===== src/rtl/rvfi_bus_pkg.sv =====
// Shared types and helpers for the RVFI bus tracer.
// Each FIFO entry is sized for the widest supported bus (64-bit
// address and data). Narrower instances zero-fill the upper bits.
package rvfi_bus_pkg;

  localparam int TXN_ADDR_W = 64;
  localparam int TXN_DATA_W = 64;
  localparam int TXN_BE_W   = TXN_DATA_W / 8;

  // One accepted request, held until its response arrives
  typedef struct packed {
    logic                  instr;
    logic [TXN_ADDR_W-1:0] addr;
    logic                  we;
    logic [TXN_BE_W-1:0]   be;
    logic [TXN_DATA_W-1:0] wdata;
  } txn_t;

  // Number of byte lanes on a bus of the given data width
  function automatic int be_width(input int buslen);
    return buslen / 8;
  endfunction

  // Counter width able to hold 0..depth inclusive
  function automatic int count_width(input int depth);
    return $clog2(depth) + 1;
  endfunction

endpackage


===== src/rtl/rvfi_bus_tracer_if.sv =====
// Core-to-memory request/response bus as seen by the tracer.
// master: whoever drives the bus (core plus memory model).
// slave:  passive observers such as the tracer.
interface rvfi_bus_tracer_if #(
  parameter int XLEN   = 32,
  parameter int BUSLEN = 32
);

  logic                  bus_req;
  logic                  bus_gnt;
  logic                  bus_instr;
  logic [XLEN-1:0]       bus_addr;
  logic                  bus_we;
  logic [BUSLEN/8-1:0]   bus_be;
  logic [BUSLEN-1:0]     bus_wdata;
  logic                  bus_rvalid;
  logic [BUSLEN-1:0]     bus_rdata;
  logic                  bus_err;

  modport master (
    output bus_req, bus_gnt, bus_instr, bus_addr, bus_we, bus_be,
           bus_wdata, bus_rvalid, bus_rdata, bus_err
  );

  modport slave (
    input bus_req, bus_gnt, bus_instr, bus_addr, bus_we, bus_be,
          bus_wdata, bus_rvalid, bus_rdata, bus_err
  );

endinterface


===== src/rtl/rvfi_bus_txn_fifo.sv =====
// In-order FIFO of outstanding bus transactions.
// A push into a full FIFO is accepted only when a pop happens in the
// same cycle. A pop from an empty FIFO is ignored.
module rvfi_bus_txn_fifo
  import rvfi_bus_pkg::*;
#(
  parameter int DEPTH = 4
) (
  input  logic                   clock,
  input  logic                   reset,
  input  logic                   push,
  input  txn_t                   push_data,
  input  logic                   pop,
  output txn_t                   head,
  output logic [$clog2(DEPTH):0] count,
  output logic                   full,
  output logic                   empty
);

  localparam int PW = $clog2(DEPTH);
  localparam int CW = count_width(DEPTH);
  localparam logic [CW-1:0] DEPTH_C = CW'(DEPTH);

  txn_t          mem_q [DEPTH];
  txn_t          mem_d [DEPTH];
  logic [PW-1:0] wr_ptr_q, wr_ptr_d;
  logic [PW-1:0] rd_ptr_q, rd_ptr_d;
  logic [CW-1:0] count_q, count_d;
  logic          do_push, do_pop;

  assign empty = (count_q == '0);
  assign full  = (count_q == DEPTH_C);
  assign head  = mem_q[rd_ptr_q];
  assign count = count_q;

  // Next-state pointers, storage and occupancy; pointers wrap naturally
  always_comb begin
    do_pop   = pop && !empty;
    do_push  = push && (!full || do_pop);
    mem_d    = mem_q;
    wr_ptr_d = wr_ptr_q;
    rd_ptr_d = rd_ptr_q;
    count_d  = count_q;
    if (do_push) begin
      mem_d[wr_ptr_q] = push_data;
      wr_ptr_d        = wr_ptr_q + 1'b1;
    end
    if (do_pop) begin
      rd_ptr_d = rd_ptr_q + 1'b1;
    end
    case ({do_push, do_pop})
      2'b10:   count_d = count_q + 1'b1;
      2'b01:   count_d = count_q - 1'b1;
      default: count_d = count_q;
    endcase
  end

  // Control state; reset forgets every in-flight entry
  always_ff @(posedge clock) begin
    if (reset) begin
      wr_ptr_q <= '0;
      rd_ptr_q <= '0;
      count_q  <= '0;
    end else begin
      wr_ptr_q <= wr_ptr_d;
      rd_ptr_q <= rd_ptr_d;
      count_q  <= count_d;
    end
  end

  // Entry storage needs no reset: it is never read while empty
  always_ff @(posedge clock) begin
    mem_q <= mem_d;
  end

endmodule


===== src/rtl/rvfi_bus_tracer.sv =====
// Passive RVFI bus tracer. Records each accepted request. When the
// in-order response arrives, it emits one registered trace record on
// the next cycle. It never drives or stalls the observed bus.
// XLEN and BUSLEN may not exceed 64.
module rvfi_bus_tracer
  import rvfi_bus_pkg::*;
#(
  parameter int XLEN   = 32,
  parameter int BUSLEN = 32,
  parameter int DEPTH  = 4
) (
  input  logic                   clock,
  input  logic                   reset,
  rvfi_bus_tracer_if.slave       bus,
  output logic                   rvfi_bus_valid,
  output logic                   rvfi_bus_insn,
  output logic                   rvfi_bus_data,
  output logic                   rvfi_bus_fault,
  output logic [XLEN-1:0]        rvfi_bus_addr,
  output logic [BUSLEN/8-1:0]    rvfi_bus_rmask,
  output logic [BUSLEN/8-1:0]    rvfi_bus_wmask,
  output logic [BUSLEN-1:0]      rvfi_bus_rdata,
  output logic [BUSLEN-1:0]      rvfi_bus_wdata,
  output logic [$clog2(DEPTH):0] outstanding,
  output logic                   protocol_err
);

  localparam int BE_W = be_width(BUSLEN);

  txn_t                  push_entry, head;
  logic                  accept, pop_fire, fifo_full, fifo_empty;
  logic                  unused_head;
  logic                  valid_q, valid_d, insn_q, insn_d, data_q, data_d;
  logic                  fault_q, fault_d, perr_q, perr_d;
  logic [XLEN-1:0]       addr_q, addr_d;
  logic [BE_W-1:0]       rmask_q, rmask_d, wmask_q, wmask_d;
  logic [BUSLEN-1:0]     rdata_q, rdata_d, wdata_q, wdata_d;

  assign accept      = bus.bus_req && bus.bus_gnt;
  assign pop_fire    = bus.bus_rvalid && !fifo_empty;
  assign unused_head = ^head;

  // Capture the accepted request into a zero-filled FIFO entry
  always_comb begin
    push_entry                   = '0;
    push_entry.instr             = bus.bus_instr;
    push_entry.addr[XLEN-1:0]    = bus.bus_addr;
    push_entry.we                = bus.bus_we;
    push_entry.be[BE_W-1:0]      = bus.bus_be;
    push_entry.wdata[BUSLEN-1:0] = bus.bus_wdata;
  end

  rvfi_bus_txn_fifo #(.DEPTH(DEPTH)) u_fifo (
    .clock     (clock),
    .reset     (reset),
    .push      (accept),
    .push_data (push_entry),
    .pop       (bus.bus_rvalid),
    .head      (head),
    .count     (outstanding),
    .full      (fifo_full),
    .empty     (fifo_empty)
  );

  // Build the next trace record from the popped head and the response
  always_comb begin
    valid_d = 1'b0;
    insn_d  = 1'b0;
    data_d  = 1'b0;
    fault_d = 1'b0;
    addr_d  = '0;
    rmask_d = '0;
    wmask_d = '0;
    rdata_d = '0;
    wdata_d = '0;
    if (pop_fire) begin
      valid_d = 1'b1;
      insn_d  = head.instr;
      data_d  = !head.instr;
      fault_d = bus.bus_err;
      addr_d  = head.addr[XLEN-1:0];
      if (head.we) begin
        wmask_d = head.be[BE_W-1:0];
        wdata_d = head.wdata[BUSLEN-1:0];
      end else begin
        rmask_d = head.be[BE_W-1:0];
        rdata_d = bus.bus_rdata;
      end
    end
  end

  // Sticky flag for a response with nothing pending or an overflowing request
  always_comb begin
    perr_d = perr_q
           | (bus.bus_rvalid && fifo_empty)
           | (accept && fifo_full && !bus.bus_rvalid);
  end

  // Trace outputs and error flag are registered; reset wins over everything
  always_ff @(posedge clock) begin
    if (reset) begin
      valid_q <= 1'b0;
      insn_q  <= 1'b0;
      data_q  <= 1'b0;
      fault_q <= 1'b0;
      addr_q  <= '0;
      rmask_q <= '0;
      wmask_q <= '0;
      rdata_q <= '0;
      wdata_q <= '0;
      perr_q  <= 1'b0;
    end else begin
      valid_q <= valid_d;
      insn_q  <= insn_d;
      data_q  <= data_d;
      fault_q <= fault_d;
      addr_q  <= addr_d;
      rmask_q <= rmask_d;
      wmask_q <= wmask_d;
      rdata_q <= rdata_d;
      wdata_q <= wdata_d;
      perr_q  <= perr_d;
    end
  end

  assign rvfi_bus_valid = valid_q;
  assign rvfi_bus_insn  = insn_q;
  assign rvfi_bus_data  = data_q;
  assign rvfi_bus_fault = fault_q;
  assign rvfi_bus_addr  = addr_q;
  assign rvfi_bus_rmask = rmask_q;
  assign rvfi_bus_wmask = wmask_q;
  assign rvfi_bus_rdata = rdata_q;
  assign rvfi_bus_wdata = wdata_q;
  assign protocol_err   = perr_q;

endmodule


===== src/flat_wrapper.sv =====
// flat-port wrapper written by rule: the top's interface ports become plain ports
module rvfi_bus_tracer_flat import rvfi_bus_pkg::*;
#(
  parameter int XLEN   = 32,
  parameter int BUSLEN = 32,
  parameter int DEPTH  = 4
)
  (clock, reset, rvfi_bus_valid, rvfi_bus_insn, rvfi_bus_data, rvfi_bus_fault, rvfi_bus_addr, rvfi_bus_rmask, rvfi_bus_wmask, rvfi_bus_rdata, rvfi_bus_wdata, outstanding, protocol_err, bus_bus_req, bus_bus_gnt, bus_bus_instr, bus_bus_addr, bus_bus_we, bus_bus_be, bus_bus_wdata, bus_bus_rvalid, bus_bus_rdata, bus_bus_err);
  rvfi_bus_tracer_if #(.XLEN(XLEN), .BUSLEN(BUSLEN)) bus_i ();
  input  logic clock;
  input  logic reset;
  output logic rvfi_bus_valid;
  output logic rvfi_bus_insn;
  output logic rvfi_bus_data;
  output logic rvfi_bus_fault;
  output logic [XLEN-1:0] rvfi_bus_addr;
  output logic [BUSLEN/8-1:0] rvfi_bus_rmask;
  output logic [BUSLEN/8-1:0] rvfi_bus_wmask;
  output logic [BUSLEN-1:0] rvfi_bus_rdata;
  output logic [BUSLEN-1:0] rvfi_bus_wdata;
  output logic [$clog2(DEPTH):0] outstanding;
  output logic protocol_err;
  input wire logic [$bits(bus_i.bus_req)-1:0] bus_bus_req;
  input wire logic [$bits(bus_i.bus_gnt)-1:0] bus_bus_gnt;
  input wire logic [$bits(bus_i.bus_instr)-1:0] bus_bus_instr;
  input wire logic [$bits(bus_i.bus_addr)-1:0] bus_bus_addr;
  input wire logic [$bits(bus_i.bus_we)-1:0] bus_bus_we;
  input wire logic [$bits(bus_i.bus_be)-1:0] bus_bus_be;
  input wire logic [$bits(bus_i.bus_wdata)-1:0] bus_bus_wdata;
  input wire logic [$bits(bus_i.bus_rvalid)-1:0] bus_bus_rvalid;
  input wire logic [$bits(bus_i.bus_rdata)-1:0] bus_bus_rdata;
  input wire logic [$bits(bus_i.bus_err)-1:0] bus_bus_err;
  assign bus_i.bus_req = bus_bus_req;
  assign bus_i.bus_gnt = bus_bus_gnt;
  assign bus_i.bus_instr = bus_bus_instr;
  assign bus_i.bus_addr = bus_bus_addr;
  assign bus_i.bus_we = bus_bus_we;
  assign bus_i.bus_be = bus_bus_be;
  assign bus_i.bus_wdata = bus_bus_wdata;
  assign bus_i.bus_rvalid = bus_bus_rvalid;
  assign bus_i.bus_rdata = bus_bus_rdata;
  assign bus_i.bus_err = bus_bus_err;
  rvfi_bus_tracer #(.XLEN(XLEN), .BUSLEN(BUSLEN), .DEPTH(DEPTH)) u_core (.clock(clock), .reset(reset), .bus(bus_i), .rvfi_bus_valid(rvfi_bus_valid), .rvfi_bus_insn(rvfi_bus_insn), .rvfi_bus_data(rvfi_bus_data), .rvfi_bus_fault(rvfi_bus_fault), .rvfi_bus_addr(rvfi_bus_addr), .rvfi_bus_rmask(rvfi_bus_rmask), .rvfi_bus_wmask(rvfi_bus_wmask), .rvfi_bus_rdata(rvfi_bus_rdata), .rvfi_bus_wdata(rvfi_bus_wdata), .outstanding(outstanding), .protocol_err(protocol_err));
endmodule

===== config.mk =====
export PLATFORM = sky130hd
export DESIGN_NAME = rvfi_bus_tracer_flat
export DESIGN_NICKNAME = d
export VERILOG_FILES = /design/src/rtl/rvfi_bus_pkg.sv /design/src/rtl/rvfi_bus_tracer_if.sv /design/src/rtl/rvfi_bus_txn_fifo.sv /design/src/rtl/rvfi_bus_tracer.sv /design/src/flat_wrapper.sv
export SDC_FILE = /design/constraint.sdc
export NUM_CORES = 1
export LEC_CHECK = 0
export ABC_AREA = 1
export BUFFER_PORTS_ARGS = -buffer_cell sky130_fd_sc_hd__buf_2
export CAP_MARGIN = 20
export CORE_ASPECT_RATIO = 0.9
export CORE_MARGIN = 4
export CORE_UTILIZATION = 51
export DETAILED_ROUTE_END_ITERATION = 8
export PLACE_DENSITY_LB_ADDON = 0.15
export RECOVER_POWER = 100
export SLEW_MARGIN = 30
export SYNTH_ARGS = -nofsm -noshare
export SYNTH_HDL_FRONTEND = slang
export SYNTH_SLANG_ARGS = --single-unit

===== constraint.sdc =====
create_clock -name clock -period 4.4 [get_ports clock]
set_input_delay 0.22 -clock clock [delete_from_list [all_inputs] [get_ports clock]]
set_output_delay 0.22 -clock clock [all_outputs]
set_load 0.02 [all_outputs]

==> flow_summary.ini <==
[timing]
worst_hold_slack_ns = 0.0611
setup-tns-final_ns = 0
worstMarginPinSlew_ns = 2.49
slew_headroom_pct = -66.2
postLayoutSetupSlackWorst_ns = 1.02
slew_violations = 176
finClkSkew_ns = 0.00960
grt_setup_unrepaired = no
setup-violations-final = 0
hold_viol = 0
period_share_pct = 76.8
timing.fmax_ghz = 0.296
period_needed_ns = 3.38

[global_route]
grt_pass1_wl_um = 48100
grt_overflow_total = 0
antenna_found_initial = 2
grt_use_total_pct = 19.7
grt_pass1_vias = 9256
grt_max_degree = 92

[synth]
synth_top_family_by_area = simple AND/OR/NAND/NOR gates
netlist_area_sq_mm = 0.0144
synthTopCellsByArea = edfxtp_1 58%, dfxtp_1 16%, nand2_1 7.1%
yosys.area.top_type_share_pct = 58.3
synth_top_area_cell = edfxtp_1
synth.mux.area_fraction_pct = 0
ys_warn_count = 0
netlist_instances = 1260
seq_area_frac_synth_pct = 74.5
synth_compound_area_share_pct = 3.77
netlist-cell-type-count = 22
synth_seq_cells = 396
syn_avg_cell_area_sq_um = 11.4
synthAdderAreaFrac_pct = 0.573
synth-xor-area-share_pct = 0
syn_nets = 1374
synth-simple-area-share_pct = 14.9

[setup_path]
worstSetupStartpointType = flop
critical_path_required_ns = 4.49
ff2ff_setup_slack_ns = 1.02
crit_path_end_kind = flop
crit_type = reg2reg
reg2reg_to = u_core.u_fifo.mem_q[423]$_DFFE_PP_
cp_max_fo = 37
crit_buf_inv = 1
crit_end = u_core.u_fifo.mem_q[423]$_DFFE_PP_
path_depth = 5
crit_path_cell_trace = nor2_1, nand3_1, nand2_1, nor2_4, clkbuf_1
crit_path_max_incr_delay_ns = 1.77
r2r_start = u_core.u_fifo.count[1]$_SDFFE_PP0P_
worstSetupStartpoint = u_core.u_fifo.count[1]$_SDFFE_PP0P_
crit_family = buffers and inverters
slowest_stage = clkbuf_1
arrival_ns = 3.47
reg2reg_depth = 5

[clock_network]
clkLatencyLatePin_ns = 0.53
cts_buffers = 40
cts_sinks = 396
cts_resized = 0
cts_setup_buffers = 0
cts_tree = yes
htreeDepth = 2
clk_pin_slew_ns = 0.06
cts-root-buf = clkbuf_16
cts_buffer_depth = 3

[status]
status = finished with violations
violations = capacitance limit, slew limit

[finish]
num_antenna_cells = 0
drive_above_1_share_pct = 7.62
multiInputGateArea_sq_mm = 0.00280
fillerInstances = 2236
final_cell_mix = 280 x edfxtp_1, 274 x nand2_1, 204 x nor2_1
final_common_cell = edfxtp_1
register_area_sq_mm = 0.0107
final_util_pct = 64.3
nNetsFinal = 1698
syn2layout_area_growth_pct = 24.4

[detailed_routing]
ant_nets = 0
viasPerCell = 4.80
routedWlPerCell_um = 15.5
route.detailed.drc = 0
drt_iter0_drc = 554
first_pass_iters = 5
via_count = 9486
drt_wl_total_um = 30600

[floorplan]
die_w_um = 185
io-pin-count = 220
core_sq_mm = 0.0279
initial_utilization_pct = 51.7
fp-row-count = 58
die_area_sq_mm = 0.0310
die_h_um = 167

[placed_design]
place.gp.congestion = 0.744
hpwlAfterDp_um = 16400
dp_slack_ns = 1.63
port_buffers = 219

[power]
p_seq_share_pct = 46.4
pwr-share-clk_pct = 37.5
power_density_mw_per_mm2 = 516
comb_power_share_pct = 16.1
p_sw_w = 0.00249
worst_ir_drop_vdd_mv = 0.350
p_int_w = 0.00676
finalPower_w = 0.00925
leakagePower_nw = 7.25
switching_share_pct = 26.9

[job]
max_cap_violations = 6

[worst_hold_path]
min_path_type = in2reg
registers in the layout, indices dropped and copies added, names as in the netlist:
| signal | flops |
|---|---|
| u_core.rvfi_bus_rmask | 4 |
| u_core.rvfi_bus_wdata | 32 |
| u_core.rvfi_bus_addr | 32 |
| u_core.u_fifo.count | 3 |
| u_core.u_fifo.rd_ptr_q | 2 |
| u_core.rvfi_bus_data | 1 |
| u_core.u_fifo.wr_ptr_q | 2 |
| u_core.rvfi_bus_wmask | 4 |
| u_core.rvfi_bus_fault | 1 |
| u_core.u_fifo.mem_q | 280 |
| u_core.rvfi_bus_insn | 1 |
| u_core.protocol_err | 1 |
| u_core.rvfi_bus_valid | 1 |
| u_core.rvfi_bus_rdata | 32 |
cell type report:
| cell class | instances | share of cell area, % |
|---|---|---|
| Clock buffer | 54 | 6.34 |
| Clock inverter | 19 | 1.26 |
| Inverter | 152 | 3.20 |
| Multi-Input combinational cell | 657 | 15.6 |
| Sequential cell | 396 | 59.9 |
| Tap cell | 360 | 2.51 |
| Timing Repair Buffer | 337 | 11.2 |
per-stage QoR:
stage	area [sq um]	std cells
2_1_floorplan	14400	1260
3_3_place_gp	15800	1796
3_5_place_dp	15800	1796
4_1_cts	18200	1974
5_1_grt	17900	1975
6_report	17900	1975
synth_stat cells (all sizes together):
cell      n
clkbuf   11
a21oi    39
buf      44
o211ai    1
fa        1
nand2   277
dfxtp   116
ha        5
inv     152
edfxtp  280
o21ai    67
nand3    50
nor2    217
power by group through the flow:
stage / Combinational [W] / Clock [W] / Sequential, W
global route: 0.00170 / 0.00371 / 0.00431
finish: 0.00149 / 0.00347 / 0.00429
detailed placement: 0.00140 / 0 / 0.00441
global placement: 0.00138 / 0 / 0.00441
CTS: 0.00148 / 0.00355 / 0.00434
floorplan: 0.000934 / 0 / 0.00448
layer usage:
layer | up-vias | share of wire, % | track usage, %
met5 | - | 0.069 | 0
met4 | 4 | 3.2 | 7.31
met3 | 74 | 5.5 | 3.76
met2 | 253 | 49 | 33.8
met1 | 4433 | 42 | 24.8
li1 | 4722 | - | -
worst register-to-register path: stages (launching register included):
cell and delay, ns:
dfxtp_1 0.37, nor2_1 0.10, nand3_1 0.20, nand2_1 0.31, nor2_4 0.17, clkbuf_1 1.77
logic make-up (layout without fill, tap and decap cells):
family	after synthesis	after routing
AOI/OAI and AO/OA	107	107
adders and majority gates	6	6
buffers and inverters	207	562
DFF	396	396
and+or+nand+nor	544	544
worst min path at each step:
stage,from,endpoint,slack (ns),cells past startpoint
after floorplan,reset,u_core.u_fifo.rd_ptr_q[1]$_SDFFE_PP0P_,0.29,1
after global placement,reset,u_core.u_fifo.rd_ptr_q[1]$_SDFFE_PP0P_,0.43,2
after detailed placement,bus_bus_wdata[29],u_core.u_fifo.mem_q[305]$_DFFE_PP_,0.44,1
after CTS,bus_bus_rvalid,u_core.u_fifo.rd_ptr_q[0]$_SDFFE_PP0P_,0.04,4
after global routing,bus_bus_rvalid,u_core.u_fifo.rd_ptr_q[0]$_SDFFE_PP0P_,0.08,4
final,bus_bus_rvalid,u_core.u_fifo.rd_ptr_q[0]$_SDFFE_PP0P_,0.06,4
timing repair:
item | in CTS | in global routing
hold buffers | 105 | 0
setup endpoints to repair | 0 | 0
endpoints found under the hold margin | 316 | 0
Note: power is estimated with default switching activity, not from simulation.
